File: config.mk
export PLATFORM = sky130hd
export DESIGN_NAME = fsm_slave_fifo
export DESIGN_NICKNAME = d
export VERILOG_FILES = /design/src/rtl/fsm_slave_fifo.sv
export SDC_FILE = /design/constraint.sdc
export NUM_CORES = 1
export LEC_CHECK = 0
export ABC_AREA = 1
export BUFFER_PORTS_ARGS = -buffer_cell sky130_fd_sc_hd__buf_4
export CAP_MARGIN = 40
export CORE_MARGIN = 2
export CORE_UTILIZATION = 65
export CTS_CLUSTER_DIAMETER = 40
export DETAILED_ROUTE_END_ITERATION = 12
export GPL_ROUTABILITY_DRIVEN = 0
export PLACE_DENSITY = 0.89
export SLEW_MARGIN = 10
export SYNTH_ARGS = -nofsm -noshare
export SYNTH_HDL_FRONTEND = slang
export SYNTH_SLANG_ARGS = --single-unit
File: constraint.sdc
create_clock -name i_clk -period 3.57 [get_ports i_clk]
set_input_delay 0.714 -clock i_clk [delete_from_list [all_inputs] [get_ports i_clk]]
set_output_delay 0.714 -clock i_clk [all_outputs]
set_load 0.005 [all_outputs]
File: src/rtl/fsm_slave_fifo.sv
// Slave link responder: WRITE latches a setpoint and acks, READ streams a snapshot of the sample log FIFO.
// tx_start follows its trigger by 1 cycle; the transmitter paces via tx_ready; full FIFO drops samples (sticky overflow).
module fsm_slave_fifo #(
  parameter int         DATA_W   = 8,
  parameter int         DEPTH    = 16,
  parameter logic [1:0] SLAVE_ID = 2'b01,
  parameter int         TIMEOUT  = 1000
) (
  input  logic                     i_clk,
  input  logic                     i_rst,
  input  logic                     i_rx_valid,
  input  logic [DATA_W-1:0]        i_rx_data,
  input  logic                     i_tx_ready,
  output logic                     o_tx_start,
  output logic [DATA_W-1:0]        o_tx_data,
  input  logic                     i_sample_valid,
  input  logic [DATA_W-1:0]        i_sample_data,
  output logic [DATA_W-1:0]        o_setpoint,
  output logic                     o_setpoint_valid,
  output logic                     o_busy,
  output logic                     o_overflow,
  output logic [$clog2(DEPTH):0]   o_fifo_count
);
  localparam int PW = $clog2(DEPTH);
  localparam int CW = PW + 1;
  localparam int TW = $clog2(TIMEOUT);
  localparam logic [TW-1:0] TMO_LAST = TW'(TIMEOUT - 1);

  typedef enum logic [2:0] {
    IDLE, WAIT_DATA, SEND_ACK, SEND_HDR, SEND_DATA, WAIT_TX
  } state_t;

  state_t              r_state, w_state_nxt;
  logic [TW-1:0]       r_tmo_cnt;
  logic [CW-1:0]       r_bytes_left;
  logic                r_is_read;
  logic [DATA_W-1:0]   r_tx_data;
  logic [DATA_W-1:0]   r_setpoint;
  logic                r_setpoint_vld;
  logic                r_overflow;
  logic [DATA_W-1:0]   r_mem [DEPTH];
  logic [PW-1:0]       r_wr_ptr, r_rd_ptr;
  logic [CW-1:0]       r_count;

  logic                w_tx_start;
  logic [DATA_W-1:0]   w_tx_data;
  logic                w_pop, w_push, w_drop, w_full, w_id_ok, w_ovf_clr;

  assign w_id_ok   = (i_rx_data[7:6] == SLAVE_ID);
  assign w_full    = (r_count == CW'(DEPTH));
  // A pop in the same cycle frees the slot, so a push against a full FIFO still lands.
  assign w_push    = i_sample_valid && (!w_full || w_pop);
  assign w_drop    = i_sample_valid && w_full && !w_pop;
  assign w_ovf_clr = (r_state == WAIT_TX) && i_tx_ready && (r_bytes_left == '0) && r_is_read;

  always_ff @(posedge i_clk or negedge i_rst) begin
    if (!i_rst) r_state <= IDLE;
    else        r_state <= w_state_nxt;
  end

  always_comb begin
    w_state_nxt = r_state;
    case (r_state)
      IDLE: begin
        if (i_rx_valid && w_id_ok) begin
          if (i_rx_data[5:4] == 2'b01)      w_state_nxt = WAIT_DATA;
          else if (i_rx_data[5:4] == 2'b10) w_state_nxt = SEND_HDR;
        end
      end
      WAIT_DATA: begin
        if (i_rx_valid)                 w_state_nxt = SEND_ACK;
        else if (r_tmo_cnt == TMO_LAST) w_state_nxt = IDLE;
      end
      SEND_ACK, SEND_HDR, SEND_DATA: w_state_nxt = WAIT_TX;
      WAIT_TX: begin
        if (i_tx_ready) w_state_nxt = (r_bytes_left != '0) ? SEND_DATA : IDLE;
      end
      default: w_state_nxt = IDLE;
    endcase
  end

  // tx_data is driven live in the SEND_* cycle and held from r_tx_data afterwards.
  always_comb begin
    w_tx_start = 1'b0;
    w_tx_data  = r_tx_data;
    w_pop      = 1'b0;
    case (r_state)
      SEND_ACK: begin
        w_tx_start = 1'b1;
        w_tx_data  = DATA_W'({SLAVE_ID, 6'b010000});
      end
      SEND_HDR: begin
        w_tx_start = 1'b1;
        w_tx_data  = DATA_W'({3'b101, r_count});
      end
      SEND_DATA: begin
        w_tx_start = 1'b1;
        w_tx_data  = r_mem[r_rd_ptr];
        w_pop      = 1'b1;
      end
      default: ;
    endcase
  end

  always_ff @(posedge i_clk or negedge i_rst) begin
    if (!i_rst) begin
      r_tmo_cnt      <= '0;
      r_bytes_left   <= '0;
      r_is_read      <= 1'b0;
      r_tx_data      <= '0;
      r_setpoint     <= '0;
      r_setpoint_vld <= 1'b0;
      r_overflow     <= 1'b0;
    end else begin
      r_tx_data      <= w_tx_data;
      r_setpoint_vld <= 1'b0;
      if (r_state == IDLE)      r_tmo_cnt <= '0;
      if (r_state == WAIT_DATA) begin
        r_tmo_cnt <= r_tmo_cnt + TW'(1);
        if (i_rx_valid) begin
          r_setpoint     <= i_rx_data;
          r_setpoint_vld <= 1'b1;
        end
      end
      if (r_state == SEND_ACK) begin
        r_bytes_left <= '0;
        r_is_read    <= 1'b0;
      end
      if (r_state == SEND_HDR) begin
        r_bytes_left <= r_count;
        r_is_read    <= 1'b1;
      end
      if (r_state == SEND_DATA) r_bytes_left <= r_bytes_left - CW'(1);
      if (w_drop)         r_overflow <= 1'b1;
      else if (w_ovf_clr) r_overflow <= 1'b0;
    end
  end

  always_ff @(posedge i_clk or negedge i_rst) begin
    if (!i_rst) begin
      for (int i = 0; i < DEPTH; i++) r_mem[i] <= '0;
      r_wr_ptr <= '0;
      r_rd_ptr <= '0;
      r_count  <= '0;
    end else begin
      if (w_push) begin
        r_mem[r_wr_ptr] <= i_sample_data;
        r_wr_ptr        <= r_wr_ptr + PW'(1);
      end
      if (w_pop) r_rd_ptr <= r_rd_ptr + PW'(1);
      case ({w_push, w_pop})
        2'b10:   r_count <= r_count + CW'(1);
        2'b01:   r_count <= r_count - CW'(1);
        default: ;
      endcase
    end
  end

  assign o_tx_start       = w_tx_start;
  assign o_tx_data        = w_tx_data;
  assign o_setpoint       = r_setpoint;
  assign o_setpoint_valid = r_setpoint_vld;
  assign o_busy           = (r_state != IDLE);
  assign o_overflow       = r_overflow;
  assign o_fifo_count     = r_count;
endmodule
Word-level counts from Yosys, hierarchy flattened
Index checks and enable logic that the tools add are counted.
{"block": "op_classes", "addsub": 6, "n_lt_le_gt_ge": 3, "n_eq_ne": 16, "n_mux": 29, "bitwise": 2, "n_reduce_logical": 23}
{"cell": "$bwmux W128", "n": 1}
{"cell": "$bmux W8 S4", "n": 1}
{"cell": "$demux W8 S4", "n": 1}
{"cell": "$mux W8", "n": 3}
{"cell": "$pmux W8 S3", "n": 1}
{"cell": "$mux W3", "n": 7}
{"cell": "$mux W10", "n": 2}
{"cell": "$mux W5", "n": 3}
{"cell": "$pmux W3 S4", "n": 1}
{"cell": "$add A10 B1 Y10 const B", "n": 1}
{"cell": "$eq A10 B10 Y1 const B", "n": 1}
{"cell": "$ge A5 B5 Y1 const B", "n": 2}
{"cell": "$not A4 Y5", "n": 2}
{"cell": "$pmux W5 S2", "n": 1}
{"cell": "$sub A5 B1 Y5 const B", "n": 2}
{"cell": "$add A4 B1 Y4 const B", "n": 2}
{"cell": "$logic_and A1 B1 Y1", "n": 8}
{"cell": "$mux W1", "n": 8}
{"cell": "$reduce_bool A2 Y1", "n": 4}
{"cell": "$eq A2 B1 Y1 const B", "n": 3}
{"cell": "$eq A3 B2 Y1 const B", "n": 2}
{"cell": "$eq A3 B3 Y1 const B", "n": 2}
{"cell": "$ne A3 B3 Y1 const B", "n": 2}
{"cell": "$reduce_bool A3 Y1", "n": 2}
{"cell": "other kinds (14)", "n": 17}
{"block": "word_totals", "ff_bits": 178, "input_bits": 21, "elab_cells": 106}

Depth between registers and ports, before layout
Gate-level depths: netlist of the first run.
{"block": "logic_depth", "ltp_word": 6, "mapped_depth": 16, "depth_no_buf": 15}

Worst setup path before layout of the first run
Ideal clock, no wire load.
{"block": "synth_path", "path_type": "in2reg", "start": "in i_sample_valid", "end": "reg r_count[4], in the netlist o_fifo_count[4]", "setup_time_ns": 0.117, "arrival_ns": 2.437, "setup_slack_ns": 1.017, "path_stages": 14, "n_path_buf": 2, "cell_sequence": "buf_2 > buf_2 > nand2_2 > ha_1 > xor2_1 > ha_1 > inv_1 > nand2_1 > nand3_1 > nand2_1 > nand2_1 > nand2_1 > nand2_1 > nand2_1"}
{"block": "synth_via", "elab_chain_cells": 3, "elab_cells_between_ends": 5, "classes_between": "eq/ne (2); mux (1); reduce/logical (2)"}
{"element": "start, declared", "line_no": "16", "rtl": "input logic i_sample_valid,"}
{"element": "$logic_and A1 B1 Y1 *", "line_no": "52", "rtl": "assign w_push = i_sample_valid && (!w_full || w_pop);"}
{"element": "$eq A2 B1 Y1 or $eq A2 B2 Y1 (tied branches)", "line_no": "151", "rtl": "case ({w_push, w_pop})"}
{"element": "$pmux W5 S2 or $reduce_bool A2 Y1 (tied branches)"}
{"element": "end signal, assigned", "line_no": "152", "rtl": "2'b10: r_count <= r_count + CW'(1);"}
{"element": "end signal, assigned", "line_no": "153", "rtl": "2'b01: r_count <= r_count - CW'(1);"}
{"element": "end, declared", "line_no": "43", "rtl": "logic [CW-1:0] r_count;"}
Every way passes the cells marked *; elsewhere a longest branch is shown, timed or not.
A chain may end at the register's enable or synchronous reset.

Final worst setup path of the first run
{"block": "layout_path", "start": "reg r_rd_ptr[0]", "end": "out o_tx_data[7]"}
{"block": "layout_via", "elab_chain_cells": 5}
{"element": "start, declared", "line_no": "42", "rtl": "logic [PW-1:0] r_wr_ptr, r_rd_ptr;"}
{"element": "start signal, assigned", "line_no": "150", "rtl": "if (w_pop) r_rd_ptr <= r_rd_ptr + PW'(1);"}
{"element": "$not A4 Y5 (not written as such)", "line_no": "98", "rtl": "w_tx_data = r_mem[r_rd_ptr];"}
{"element": "$bmux W8 S4", "line_no": "98"}
{"element": "$mux W8 (not written as such) (2 in a row)", "line_no": "98"}
{"element": "$pmux W8 S3", "line_no": "87", "rtl": "case (r_state)"}
{"element": "end, declared", "line_no": "15", "rtl": "output logic [DATA_W-1:0] o_tx_data,"}
Every way passes these cells. The select of a mux whose other input is x is not followed.

==> impl_metrics.json, run 1 <==
{
  "number_of_standard_cells_in_the_layout_taps_in_and_fillers_out": 1368,
  "post_synth_inst_count": 1163,
  "power_leakage_nw": 5.13,
  "reg2reg_slack_ns": 0.81,
  "most_common_library_cell_in_the_layout_ignoring_fill_and_taps": "sky130_fd_sc_hd__nand2_1",
  "netlist-cell-type-count": 35,
  "report.final.slew_viol_count": 0,
  "crit_fanout": 72,
  "mostFrequentLayoutCells": "sky130_fd_sc_hd__nand2_1 (387), sky130_fd_sc_hd__dfrtp_1 (177), sky130_fd_sc_hd__inv_1 (160)",
  "clock.fmax_mhz": 319,
  "cts_max_level": 4,
  "number_of_routed_nets_with_antenna_violations": 0,
  "dieHeight_um": 121,
  "status": "completed",
  "timing.setup.tns_ns": 0,
  "wirelength_um": 22900,
  "cts_hold_buffers": 0,
  "regArea_um2": 4460,
  "cts.repair.resized": 0,
  "rows": 42,
  "maximum_number_of_pins_on_one_net_before_global_route_repair": 73,
  "cts_inserted_buffers": 17,
  "route.detailed.drc": 0,
  "crit_arrival_ns": 2.42,
  "netlist_area_um2": 8950,
  "global_route_wire_length_before_repair_um": 36700,
  "hold_violations": 0,
  "drive_gt1_share_pct": 8.14,
  "final-setup-viol-count": 0,
  "multi_input_gate_area_in_the_final_layout_um2": 3580,
  "worst_setup_ep_type": "primary output",
  "grt_pass1_vias": 7446,
  "cts.path.max_buffers": 2,
  "tightestPinTransition_ns": 0.779,
  "fillerInstances": 931,
  "core_um2": 13300,
  "finish.net_count": 1213,
  "dpl.cell_count": 1337,
  "cts.reportedPaths.clkPinSlew_ns": 0.06,
  "yosysSeqAreaShare_pct": 49.8,
  "cpPeakStageDelay_ns": 0.62,
  "worstSetupPathType": "flop to primary output",
  "flow.area_growth_from_synthesis_pct": 10.4,
  "grt_antenna_before_repair": 0,
  "cts.sinks": 178,
  "numPortBuffers": 45,
  "post-route-min-period_ns": 3.14,
  "skew_ns": 0.00706,
  "detailroute.via_count": 7870,
  "clock_latency_ns": 0.44,
  "post_cts.repair.setup_buffers": 0,
  "critical_path.n_buffers_inverters": 2,
  "min_period_over_period_pct": 87.9,
  "worst_path_dominant_cell_family": "simple AND/OR/NAND/NOR gates",
  "timing.hold.worst.class": "input pin to async pin",
  "initial_core_util_pct": 67.1,
  "dr.pass1.iters": 6,
  "top_level_i_o_count": 46,
  "slowest_stage": "sky130_fd_sc_hd__buf_4",
  "dp_hpwl_um": 14400,
  "post_drt_wl_per_cell_um": 16.8,
  "rsz0062_at_grt": "false",
  "synth_nets": 1196,
  "critical_path.most_common_cell": "sky130_fd_sc_hd__nand2_1",
  "cts_tree": "done",
  "vdd_ir_drop_max_uv": 483,
  "cts_root_buffer": "sky130_fd_sc_hd__clkbuf_16",
  "synth.yosys.warnings": 0,
  "initialDrtViolationCount": 1176,
  "synth_area_per_cell_um2": 7.70,
  "fp.dieW_um": 121,
  "global_route.usage.total_pct": 32.5,
  "crit_path_start_kind": "flop",
  "drv_cap": 0,
  "crit_path_cell_chain": "buf_4 -> nand2_1 -> nand2_1 -> nand2_1 -> nand3_1 -> nand3_1 -> nand2_1 -> nand2_1 -> nand2_1 -> buf_4",
  "critical_path_required_ns": 2.86,
  "synth.ff_latch_count": 178,
  "finalHoldWorstSlack_ns": 0.265,
  "design.die.area_um2": 14700,
  "powerDensity_nw_per_um2": 904,
  "routed_via_density": 5.75,
  "max_slew_headroom_pct": 47.8,
  "global_route.overflow_total": 0,
  "antenna_cells_inserted": 0
}
==> worst register-to-register path, stage by stage (launching register included) <==
cell and delay [ns]:
sky130_fd_sc_hd__dfrtp_1 0.49, sky130_fd_sc_hd__nor2_2 0.09, sky130_fd_sc_hd__nand2_4 0.14, sky130_fd_sc_hd__nand4_4 0.41, sky130_fd_sc_hd__nand2_2 0.32, sky130_fd_sc_hd__ha_1 0.32
sky130_fd_sc_hd__xor2_1 0.22, sky130_fd_sc_hd__ha_1 0.17, sky130_fd_sc_hd__inv_1 0.04, sky130_fd_sc_hd__nand2_1 0.10, sky130_fd_sc_hd__nand3_1 0.11, sky130_fd_sc_hd__nand3_1 0.09
sky130_fd_sc_hd__nand2_1 0.06, sky130_fd_sc_hd__nand2_1 0.05, sky130_fd_sc_hd__nand2_1 0.05
==> layout make-up <==
type	instances	area share (%)
Timing Repair Buffer	53	4.32
Tap cell	176	2.23
Clock inverter	9	1.05
Multi-Input combinational cell	765	36.2
Clock buffer	22	4.80
Inverter	165	6.27
Sequential cell	178	45.1
==> sequential cells by signal (all words and copies together), names as in the netlist <==
name / flops
r_state: 3
r_tmo_cnt: 10
r_rd_ptr: 4
o_overflow: 1
r_is_read: 1
r_wr_ptr: 4
r_tx_data: 8
r_bytes_left: 5
o_setpoint_valid: 1
r_mem: 128
o_setpoint: 8
o_fifo_count: 5
==> report_power, final <==
group | switching (mW) | total [mW] | internal (mW) | leakage (nW)
Clock | 0.776 | 1.85 | 1.08 | 0.282
Sequential | 0.519 | 3.36 | 2.84 | 2.28
Combinational | 2.41 | 3.72 | 1.30 | 2.57
==> final timing paths <==
path | from | to | depth (start not counted)
min reg2reg | o_setpoint[2]$_DFFE_PN0P_ | o_setpoint[2]$_DFFE_PN0P_ | 2
max reg2reg | r_state[1]$_DFFE_PN0P_ | o_fifo_count[4]$_DFFE_PN0P_ | 14
max | r_rd_ptr[0]$_DFFE_PN0N_ | o_tx_data[7] | 10
min in group i_clk | i_rx_data[0] | o_setpoint[0]$_DFFE_PN0P_ | 3
min | i_rst | o_setpoint[1]$_DFFE_PN0P_ | 1
max in group asynchronous | i_rst | r_mem[77]$_DFFE_PN0P_ | 2
==> logic make-up (layout without fill, tap and decap cells) <==
| family | after synthesis | count (layout) | synth area share, % |
|---|---|---|---|
| simple gates | 574 | 574 | 27.5 |
| buf+inv | 220 | 249 | 10.2 |
| flops | 178 | 178 | 49.8 |
| compound gates | 166 | 166 | 9.56 |
| xor+xnor | 13 | 13 | 1.27 |
| fa+ha+maj | 12 | 12 | 1.68 |
==> routing by layer <==
layer | part of all wire [%] | wire (um) | GRT usage [%] | vias to the layer above
met5 | 0 | 0 | 0 | -
met4 | 5.5 | 1260 | 19.7 | 0
met3 | 8.7 | 2000 | 6.16 | 104
met2 | 47 | 10700 | 51.5 | 464
met1 | 39 | 8930 | 41.6 | 3624
li1 | - | - | - | 3678
==> synth_stat cells (all sizes together) <==
library cell	count	area (um^2)
o221ai	2	17.5
clkbuf	23	86.3
o22ai	3	18.8
o211ai	3	22.5
clkinv	3	11.3
a21boi	1	7.51
a31oi	1	6.26
nor2	48	190
nand2	389	1470
o21ai	147	736
nor4	1	6.26
ha	12	150
nand3	126	718
a21oi	8	40.0
nand4	5	46.3
nand3b	1	7.51
xnor2	3	26.3
inv	162	608
xor2	10	87.6
o31ai	1	7.51
dfrtp	178	4450
and3	1	6.26
nor3	3	15.0
buf	32	210
==> stage by stage <==
step	util, %	worst slack (ns)	instance area, um^2	total power, mW
finish	74.0	0.431	9880	8.93
global route	74.0	0.311	9880	9.55
CTS	74.0	0.460	9880	8.86
detailed placement	69.7	0.861	9300	6.94
global placement	69.7	0.991	9300	6.79
floorplan	-	1.02	8950	5.79
Note: power is estimated with default switching activity, not from simulation.
==> run 2, diff against run 1 <==
==> constraint.sdc (replaced) <==
create_clock -name i_clk -period 3.57 [get_ports i_clk]
set_input_delay 0.714 -clock i_clk [delete_from_list [all_inputs] [get_ports i_clk]]
set_output_delay 0.714 -clock i_clk [all_outputs]
set_load 0.05 [all_outputs]
==> run 2 against run 1 <==
Net effect: worst setup slack lost 0.081 ns; fmax fell by 2.5%; critical path depth did not move; sequential share of layout area barely moved; die area did not move; non-clock buffer count fell by 1; first-iteration DRC count shrank 20%; combinational power grew 14%; cell count hardly changed.
==> impl_metrics.json, run 2 (same netlist as run 1, synthesis figures left out) <==
{
  "flow.area_growth_from_synthesis_pct": 10.3,
  "crit_fanout": 72,
  "crit_path_start_kind": "flop",
  "drive_gt1_share_pct": 8.14,
  "worst_setup_ep_type": "primary output",
  "cts_root_buffer": "sky130_fd_sc_hd__clkbuf_16",
  "crit-reg2reg-launch": "r_state[1]$_DFFE_PN0P_",
  "design_power_total_mw": 9.48,
  "rows": 42,
  "routed_via_density": 5.80,
  "cts_hold_buffers": 0,
  "core_um2": 13300,
  "cts_inserted_buffers": 17,
  "cts.repair.resized": 0,
  "placement.setup.worst_slack_ns": 0.785,
  "cp-startpoint": "r_rd_ptr[0]$_DFFE_PN0N_",
  "numPortBuffers": 45,
  "initialDrtViolationCount": 941,
  "number_of_routed_nets_with_antenna_violations": 0,
  "power.clock.fraction_pct": 19.7,
  "clock.fmax_mhz": 311,
  "max_slew_headroom_pct": 48.0,
  "final-setup-viol-count": 0,
  "finalWorstSetupSlack_ns": 0.350,
  "sequential_share_of_power_pct": 35.7,
  "placement.cell_area_um2": 9290,
  "post-route-min-period_ns": 3.22,
  "powerDensity_nw_per_um2": 960,
  "cts.reportedPaths.clkPinSlew_ns": 0.07,
  "netSwitchingFraction_pct": 45.2,
  "vdd_ir_drop_max_uv": 532,
  "timing.setup.tns_ns": 0,
  "drv_cap": 0,
  "report.final.slew_viol_count": 0,
  "grt_antenna_before_repair": 0,
  "dr.pass1.iters": 6,
  "design.die.area_um2": 14700,
  "comb_power_share_pct": 44.6,
  "design_area_um2": 9870,
  "antenna_cells_inserted": 0,
  "multi_input_gate_area_in_the_final_layout_um2": 3580,
  "slowest_stage": "sky130_fd_sc_hd__buf_4",
  "clock_latency_ns": 0.44,
  "fp.dieW_um": 121,
  "min_period_over_period_pct": 90.2,
  "most_common_library_cell_in_the_layout_ignoring_fill_and_taps": "sky130_fd_sc_hd__nand2_1",
  "wirelength_um": 23100,
  "worstSetupPathType": "flop to primary output",
  "power_leakage_nw": 5.12,
  "critical_path_required_ns": 2.86,
  "crit_path_cell_chain": "buf_4 -> nand2_1 -> nand2_1 -> nand2_1 -> nand3_1 -> nand3_1 -> nand2_1 -> nand2_1 -> nand2_1 -> buf_4",
  "largest_register": "r_mem",
  "cts_max_level": 4,
  "dieHeight_um": 121,
  "route.detailed.drc": 0,
  "number_of_flip_flops_under_the_largest_register_name": 128,
  "global_route.usage.total_pct": 33.6,
  "dp_hpwl_um": 14800,
  "rsz0062_at_grt": "false",
  "mostFrequentLayoutCells": "sky130_fd_sc_hd__nand2_1 (387), sky130_fd_sc_hd__dfrtp_1 (177), sky130_fd_sc_hd__inv_1 (160)",
  "largestRegisters": "r_mem x128, r_tmo_cnt x10",
  "int_power_mw": 5.20,
  "maximum_number_of_pins_on_one_net_before_global_route_repair": 73,
  "global_route.overflow_total": 0,
  "hold_violations": 0,
  "post_cts.repair.setup_buffers": 0,
  "top_level_i_o_count": 46,
  "finalHoldWorstSlack_ns": 0.262,
  "cts.sinks": 178,
  "initial_core_util_pct": 67.1,
  "skew_ns": 0.00855,
  "regArea_um2": 4460,
  "global_route_wire_length_before_repair_um": 38100,
  "post_drt_wl_per_cell_um": 16.9,
  "reg2reg_slack_ns": 0.72,
  "cts.path.max_buffers": 2,
  "fillerInstances": 988,
  "timing.hold.worst.class": "input pin to async pin",
  "finish.net_count": 1212,
  "detailroute.via_count": 7924,
  "critical_path.most_common_cell": "sky130_fd_sc_hd__nand2_1",
  "crit_arrival_ns": 2.51,
  "status": "completed",
  "grt_pass1_vias": 7709,
  "ff2ff_path_depth": 15,
  "power_switching_mw": 4.28,
  "tightestPinTransition_ns": 0.780,
  "cts_tree": "done",
  "cpPeakStageDelay_ns": 0.60
}
## run 2: changes by cell type in the layout (fill, tap and decap cells not counted), moves of 2 or more
cell and delta:
sky130_fd_sc_hd__clkinvlp_4 +2, sky130_fd_sc_hd__clkbuf_8 -3, sky130_fd_sc_hd__clkinv_2 -3, sky130_fd_sc_hd__inv_6 +4
## run 2: worst paths after layout
check,endpoint
hold / removal,o_setpoint_valid$_DFF_PN0_
max in group asynchronous,r_mem[77]$_DFFE_PN0P_
hold reg to reg,o_setpoint[2]$_DFFE_PN0P_
setup / recovery,o_tx_data[1]
setup reg to reg,o_fifo_count[4]$_DFFE_PN0P_
min in group i_clk,o_setpoint[1]$_DFFE_PN0P_
## run 2: critical path, delay by kind of cell, from the launching register on
family	cells	cell delay [ns]
AND/OR/NAND/NOR	8	0.84
buffers and inverters	2	0.81
flip-flops	1	0.37
## run 2: power groups by stage
stage | Sequential [mW] | Clock, mW | Combinational [mW]
floorplan | 3.50 | 0 | 2.81
global placement | 3.34 | 0 | 3.98
detailed placement | 3.38 | 0 | 4.11
CTS | 3.36 | 1.87 | 4.18
global route | 3.46 | 1.96 | 4.72
finish | 3.38 | 1.87 | 4.23
## run 2: stage by stage
step | util (%) | std cells
after floorplan | - | 1163
after global placement | 69.6 | 1336
after detailed placement | 69.6 | 1336
after CTS | 74.0 | 1367
after global routing | 74.0 | 1367
final | 74.0 | 1367
## run 2: area by class of cell
type,instances,share of cell area [%]
tap,176,2.23
sequential,178,45.1
multi-input combinational,765,36.3
timing repair buffer,52,4.25
clock inverter,13,1.52
clock buffer,18,4.35
inverter,165,6.27
## run 2: metal layers
layer | wire [um] | GRT usage (%) | vias to the layer above
met4 | 1040 | 15.9 | 0
li1 | - | - | 3677
met5 | 0 | 0 | -
met3 | 1970 | 8.55 | 104
met1 | 9020 | 42.0 | 3697
met2 | 11000 | 55.1 | 446
